`src/rtl/pu_input_buffer.sv`:
```
// -----------------------------------------------------------------------------
// pu_input_buffer
//
// Read-side input FIFO sitting directly upstream of the PU datapath and its
// PU_controller. Words of 4 x 16-bit operands arrive from the memory/DMA side,
// each tagged with a "last" flag. They are served to the PU through a pop
// handshake with a registered one-cycle read latency. This decouples memory
// burst timing from the PE compute schedule.
//
// Optional feature macro: PU_IBUF_ERR_EN
//   When defined, the outputs err_overflow and err_underflow are added. Both
//   are sticky and are cleared by reset or flush.
//
// Ports
//   clk                     in   rising-edge clock
//   reset                   in   synchronous, active-low reset
//   flush                   in   synchronous clear of FIFO contents (layer boundary)
//   mem_wr_data             in   word from the memory side
//   mem_wr_last             in   word ends a burst/layer stream
//   mem_wr_valid            in   write strobe
//   mem_wr_ready            out  FIFO can accept a word this cycle
//   mem_wr_afull            out  occupancy >= AFULL_LVL
//   buffer_read_req         in   pop request from PU_controller
//   buffer_read_data_out    out  popped word; holds its value between pops
//   buffer_read_data_valid  out  one-cycle pulse per accepted pop
//   buffer_read_last        out  popped word carried mem_wr_last (0 when not valid)
//   buffer_read_empty       out  no word available to pop
//   occupancy               out  words currently stored
//   err_overflow            out  (PU_IBUF_ERR_EN) write attempted while full
//   err_underflow           out  (PU_IBUF_ERR_EN) pop attempted while empty
// -----------------------------------------------------------------------------
`timescale 1ns/1ps

module pu_input_buffer #(
  parameter int DATA_WIDTH = 64,
  parameter int ADDR_W     = 4,
  parameter int AFULL_LVL  = 12
) (
  input  logic                  clk,
  input  logic                  reset,
  input  logic                  flush,
  input  logic [DATA_WIDTH-1:0] mem_wr_data,
  input  logic                  mem_wr_last,
  input  logic                  mem_wr_valid,
  output logic                  mem_wr_ready,
  output logic                  mem_wr_afull,
  input  logic                  buffer_read_req,
  output logic [DATA_WIDTH-1:0] buffer_read_data_out,
  output logic                  buffer_read_data_valid,
  output logic                  buffer_read_last,
  output logic                  buffer_read_empty,
  output logic [ADDR_W:0]       occupancy
`ifdef PU_IBUF_ERR_EN
  ,
  output logic                  err_overflow,
  output logic                  err_underflow
`endif
);

  localparam int DEPTH = 1 << ADDR_W;

  // Pointer increment and almost-full threshold sized to the pointer width.
  localparam logic [ADDR_W:0] PTR_ONE   = {{ADDR_W{1'b0}}, 1'b1};
  localparam logic [ADDR_W:0] AFULL_CMP = AFULL_LVL[ADDR_W:0];

  typedef enum logic {
    ST_RUN   = 1'b0,
    ST_FLUSH = 1'b1
  } state_e;

  // ---------------------------------------------------------------------------
  // State
  // ---------------------------------------------------------------------------
  state_e                state_q, state_d;
  logic [ADDR_W:0]       wr_ptr_q, wr_ptr_d;
  logic [ADDR_W:0]       rd_ptr_q, rd_ptr_d;
  logic [DATA_WIDTH-1:0] rd_data_q, rd_data_d;
  logic                  rd_valid_q, rd_valid_d;
  logic                  rd_last_q, rd_last_d;

  // Bit DATA_WIDTH of each entry holds the last tag.
  logic [DATA_WIDTH:0]   mem_q [DEPTH];

`ifdef PU_IBUF_ERR_EN
  logic                  err_ovf_q, err_ovf_d;
  logic                  err_unf_q, err_unf_d;
`endif

  // ---------------------------------------------------------------------------
  // Flags, all derived from registered pointers (no fall-through)
  // ---------------------------------------------------------------------------
  logic              full;
  logic              empty;
  logic              wr_fire;
  logic              rd_fire;
  logic [ADDR_W-1:0] wr_idx;
  logic [ADDR_W-1:0] rd_idx;

  assign wr_idx = wr_ptr_q[ADDR_W-1:0];
  assign rd_idx = rd_ptr_q[ADDR_W-1:0];

  // The extra pointer MSB tells a wrapped-full FIFO apart from an empty one.
  assign full  = (wr_ptr_q[ADDR_W] != rd_ptr_q[ADDR_W]) && (wr_idx == rd_idx);
  assign empty = (wr_ptr_q == rd_ptr_q);

  // Flush discards any write or pop presented in the same cycle.
  assign wr_fire = mem_wr_valid    && !full  && !flush;
  assign rd_fire = buffer_read_req && !empty && !flush;

  // ---------------------------------------------------------------------------
  // Control FSM: a flush sends the buffer through one FLUSH cycle.
  // ---------------------------------------------------------------------------
  always_comb begin
    // NOTE: every always_comb output gets a default first so no path
    // leaves it unassigned, which would otherwise infer a latch.
    state_d = state_q;
    unique case (state_q)
      ST_RUN:   if (flush) state_d = ST_FLUSH;
      ST_FLUSH: state_d = flush ? ST_FLUSH : ST_RUN;
      default:  state_d = ST_RUN;
    endcase
  end

  // ---------------------------------------------------------------------------
  // Datapath next-state
  // ---------------------------------------------------------------------------
  always_comb begin
    wr_ptr_d   = wr_ptr_q;
    rd_ptr_d   = rd_ptr_q;
    rd_data_d  = rd_data_q;
    rd_valid_d = 1'b0;
    rd_last_d  = 1'b0;

    if (flush) begin
      // Pointers cleared; a pop in flight this cycle never produces valid.
      // data_out keeps its last popped value.
      wr_ptr_d = '0;
      rd_ptr_d = '0;
    end else begin
      if (wr_fire) wr_ptr_d = wr_ptr_q + PTR_ONE;
      if (rd_fire) begin
        rd_ptr_d   = rd_ptr_q + PTR_ONE;
        rd_data_d  = mem_q[rd_idx][DATA_WIDTH-1:0];
        rd_last_d  = mem_q[rd_idx][DATA_WIDTH];
        rd_valid_d = 1'b1;
      end
    end
  end

`ifdef PU_IBUF_ERR_EN
  always_comb begin
    err_ovf_d = err_ovf_q;
    err_unf_d = err_unf_q;
    if (flush) begin
      err_ovf_d = 1'b0;
      err_unf_d = 1'b0;
    end else begin
      if (mem_wr_valid && full)     err_ovf_d = 1'b1;
      if (buffer_read_req && empty) err_unf_d = 1'b1;
    end
  end
`endif

  // ---------------------------------------------------------------------------
  // Registers
  // ---------------------------------------------------------------------------
  // NOTE: sequential state uses non-blocking assignments so every flop
  // samples the pre-edge values, independent of statement order.
  always_ff @(posedge clk) begin
    if (!reset) begin
      state_q    <= ST_RUN;
      wr_ptr_q   <= '0;
      rd_ptr_q   <= '0;
      rd_data_q  <= '0;
      rd_valid_q <= 1'b0;
      rd_last_q  <= 1'b0;
    end else begin
      state_q    <= state_d;
      wr_ptr_q   <= wr_ptr_d;
      rd_ptr_q   <= rd_ptr_d;
      rd_data_q  <= rd_data_d;
      rd_valid_q <= rd_valid_d;
      rd_last_q  <= rd_last_d;
    end
  end

`ifdef PU_IBUF_ERR_EN
  always_ff @(posedge clk) begin
    if (!reset) begin
      err_ovf_q <= 1'b0;
      err_unf_q <= 1'b0;
    end else begin
      err_ovf_q <= err_ovf_d;
      err_unf_q <= err_unf_d;
    end
  end
`endif

  // NOTE: the storage array has no reset; stale entries are unreachable
  // because the pointers are reset, and this lets it map onto RAM.
  always_ff @(posedge clk) begin
    if (reset && wr_fire) mem_q[wr_idx] <= {mem_wr_last, mem_wr_data};
  end

  // ---------------------------------------------------------------------------
  // Outputs
  // ---------------------------------------------------------------------------
  assign occupancy              = wr_ptr_q - rd_ptr_q;
  assign mem_wr_ready           = !full;
  assign mem_wr_afull           = (occupancy >= AFULL_CMP);
  assign buffer_read_empty      = empty;
  assign buffer_read_data_out   = rd_data_q;
  assign buffer_read_data_valid = rd_valid_q;
  assign buffer_read_last       = rd_last_q;

`ifdef PU_IBUF_ERR_EN
  assign err_overflow  = err_ovf_q;
  assign err_underflow = err_unf_q;
`endif

endmodule
```
`config.mk`:
```
export PLATFORM = sky130hd
export DESIGN_NAME = pu_input_buffer
export DESIGN_NICKNAME = d
export VERILOG_FILES = /design/src/rtl/pu_input_buffer.sv
export SDC_FILE = /design/constraint.sdc
export NUM_CORES = 1
export LEC_CHECK = 0
export CAP_MARGIN = 20
export CORE_MARGIN = 3
export CORE_UTILIZATION = 52
export DETAILED_ROUTE_END_ITERATION = 10
export PLACE_DENSITY = 0.71
export RECOVER_POWER = 100
export SLEW_MARGIN = 20
export SYNTH_ARGS = -nofsm -noshare
export SYNTH_HDL_FRONTEND = slang
export SYNTH_SLANG_ARGS = --single-unit
```
`constraint.sdc`:
```
create_clock -name clk -period 7.5 [get_ports clk]
set_input_delay 1.5 -clock clk [delete_from_list [all_inputs] [get_ports clk]]
set_output_delay 1.5 -clock clk [all_outputs]
set_load 0.02 [all_outputs]
```
==> flow_metrics.env <==
export IMPL_max_cap_violations=20
export IMPL_place_gp_congestion=0.7320
export IMPL_endpoint="mem_q[8][52]"
export IMPL_first_global_vias=20756
export IMPL_core_area_um2=79640
export IMPL_critical_path_class="primary input to flip-flop"
export IMPL_clock_latency_ns=0.67
export IMPL_cts_repair_resized=0
export IMPL_max_slew_margin_pct=-111.9
export IMPL_layout_common_cells="edfxtp_1 (1040), mux4_2 (260), dlygate4sd3_1 (140)"
export IMPL_netlist_area_um2=42150
export IMPL_synth_edf_count=1040
export IMPL_synth_seq_cells=1120
export IMPL_clk_pin_slew_ns=0.06
export IMPL_ios=144
export IMPL_ys_flop_type="edfxtp_1"
export IMPL_cts_htree_levels=3
export IMPL_synth_compound_area_share_pct=1.855
export IMPL_numCtsBuffers=108
export IMPL_status="finished with violations"
export IMPL_slowest_delay_ns=2.02
export IMPL_synth_xor_area_share_pct=0.1454
export IMPL_wl_mm=86.17
export IMPL_leakage_uw=0.01496
export IMPL_synth_area_leader_cell="edfxtp_1"
export IMPL_fin_nets=2116
export IMPL_grt_first_pass_wirelength_mm=130.7
export IMPL_cp_cell_sequence="dlygate4sd3_1 -> nand2b_1 -> a211oi_1 -> nand2_1 -> nor2_1 -> buf_4"
export IMPL_setup_tns_final_ns=0
export IMPL_timing_final_ws_setup_ns=1.437
export IMPL_drive_gt1_share_pct=24.85
export IMPL_die_w_um=290.7
export IMPL_dieHeight_um=290.7
export IMPL_finalCriticalPeriod_ns=6.063
export IMPL_grt_max_degree=134
export IMPL_finalSetupViolCount=0
export IMPL_synth_area_leaders="edfxtp_1 (74%), mux4_2 (14%), dfxtp_1 (3.8%)"
export IMPL_final_area_um2=48360
export IMPL_cts_path_max_buffers=3
export IMPL_path_max_fanout=24
export IMPL_slew_viol_final=684
export IMPL_viasPerCell=6.027
export IMPL_rows=103
export IMPL_synthMuxAreaShare_pct=17.19
export IMPL_fillCellCount=5459
export IMPL_netlist_area_leader_share_pct=74.09
export IMPL_antenna_found_initial=7
export IMPL_die_area_um2=84510
export IMPL_synthAdderAreaFrac_pct=0.3146
export IMPL_synthArstFlopShare_pct=0
export IMPL_dp_worst_setup_slack_ns=2.040
export IMPL_cp_required_ns=7.81
export IMPL_yosysWarnings=0
export IMPL_crit_start="flush"
export IMPL_cp_slowest_cell="nor2_1"
export IMPL_synth_nets=1925
export IMPL_power_density_nw_per_um2=260.8
export IMPL_cts_tree="yes"
export IMPL_synth_avg_cell_area_um2=22.85
export IMPL_cts_hold_buf=0
export IMPL_fin_util_pct=60.72
export IMPL_hpwl_mm=46.50
export IMPL_portBuffers=143
export IMPL_wl_per_cell_um=27.08
export IMPL_r2r_end="mem_q[8][52]"
export IMPL_finClkSkew_ns=0.02779
export IMPL_ys_seq_area_share_pct=77.89
export IMPL_dr_first_iter_drc_count=1664
export IMPL_synth_top_family_by_area="multiplexers"
export IMPL_fmax_mhz=164.9
export IMPL_initial_utilization_pct=52.93
export IMPL_drc=0
export IMPL_tightestPinTransition_ns=3.179
export IMPL_gr_total_overflow=0
export IMPL_antenna_left=0
export IMPL_ff2ff_path_depth=6
export IMPL_syn_inst=1845
export IMPL_cts_root_buf="clkbuf_16"
export IMPL_worst_setup_path_start_kind="primary input"
export IMPL_reg2reg_from="wr_ptr_q[2]"
export IMPL_rsz0062_at_grt="no"
export IMPL_place_area_um2=44830
export IMPL_cts_sinks=1120
export IMPL_final_common_cell="edfxtp_1"
export IMPL_post_cts_setup_buffers=0
export IMPL_yosysUniqueCellTypes=41
export IMPL_violations="max-capacitance violations, max-slew violations"
export IMPL_hold_viol_final=0
export IMPL_route_vias_total=19178
export IMPL_ir_drop_mv=0.2946
export IMPL_dr_pass1_iters=7
export IMPL_finalCritPeriodShare_pct=80.85
export IMPL_cp_arrival_ns=6.38
export IMPL_hp_class="flip-flop to flip-flop"
export IMPL_syn2layout_area_growth_pct=14.72
export IMPL_endpoint_kind="flip-flop"
export IMPL_r2r_setup_slack_ns=2.06
export IMPL_yosys_area_share_simple_pct=1.241
export IMPL_grt_usage_pct=20.52
## registers in the layout (all words and copies together) (netlist names), named ones only
| signal | count |
|---|---|
| buffer_read_last | 1 |
| wr_ptr_q | 5 |
| rd_ptr_q | 5 |
| mem_q | 1040 |
| buffer_read_data_valid | 1 |
| buffer_read_data_out | 64 |
## per-stage QoR
step | std cells | hold slack, ns | total power (uW)
2_1_floorplan | 1845 | 0.4544 | 7090
3_3_place_gp | 2976 | 0.4740 | 7241
3_5_place_dp | 2976 | 0.4753 | 7254
4_1_cts | 3179 | 0.4891 | 12710
5_1_grt | 3179 | 0.5062 | 12960
6_report | 3182 | 0.4837 | 12610
## layer usage
metal	vias up	track usage (%)	share of wire [%]
met4	6	6.887	3.5
met5	-	0	0.049
met2	574	34.39	50
met1	10265	27.20	41
li1	8162	-	-
met3	171	4.180	5.6
## worst min path at each step
stage / start / endpoint / slack (ns) / depth (start not counted)
floorplan: wr_ptr_q[4] / wr_ptr_q[4] / 0.45 / 2
global placement: wr_ptr_q[4] / wr_ptr_q[4] / 0.47 / 2
detailed placement: buffer_read_data_out[13] / buffer_read_data_out[13] / 0.48 / 1
CTS: rd_ptr_q[4] / rd_ptr_q[4] / 0.49 / 2
global route: rd_ptr_q[4] / rd_ptr_q[4] / 0.51 / 2
finish: buffer_read_data_out[13] / buffer_read_data_out[13] / 0.48 / 1
## power breakdown
| part | switching [uW] | internal [uW] |
|---|---|---|
| Clock | 2250 | 3250 |
| Sequential | 13.8 | 6840 |
| Combinational | 158 | 93.7 |
## cell type report
type | count | area, um^2 | share of cell area, %
flip-flops and latches | 1120 | 32840 | 67.91
multi-input cells | 616 | 8808 | 18.22
clock buffers | 148 | 3005 | 6.215
repair buffers | 178 | 1702 | 3.519
well taps | 1050 | 1314 | 2.717
clock inverters | 55 | 636.9 | 1.317
inverters | 12 | 45.04 | 0.09315
diodes | 3 | 7.507 | 0.01552
## logic make-up (layout without fill, tap and decap cells)
logic type	count (synthesis)	in the layout
flops	1120	1120
mux	391	391
simple gates	124	124
buf+inv	109	393
compound gates	84	84
fa+ha+maj	10	10
xor+xnor	7	7
other cells	0	3
## cell usage after synthesis, drive strengths merged (2+ instances only)
| master | count |
|---|---|
| nor2b | 5 |
| mux4 | 260 |
| a211oi | 5 |
| o21ai | 5 |
| a221o | 64 |
| buf | 59 |
| nor3 | 5 |
| inv | 12 |
| nand2b | 6 |
| edfxtp | 1040 |
| a21oi | 2 |
| dfxtp | 80 |
| nor2 | 88 |
| xnor2 | 4 |
| nand2 | 12 |
| clkbuf | 38 |
| o211ai | 3 |
| ha | 9 |
| mux2 | 63 |
| xor2 | 3 |
| mux2i | 68 |
## critical path, delay by kind of cell
kind / cells / cell delay (ns)
and+or+nand+nor: 3 / 2.72
buffers and inverters: 2 / 1.22
AOI/OAI and AO/OA: 1 / 0.88
Power figures use the tool's default switching activity.
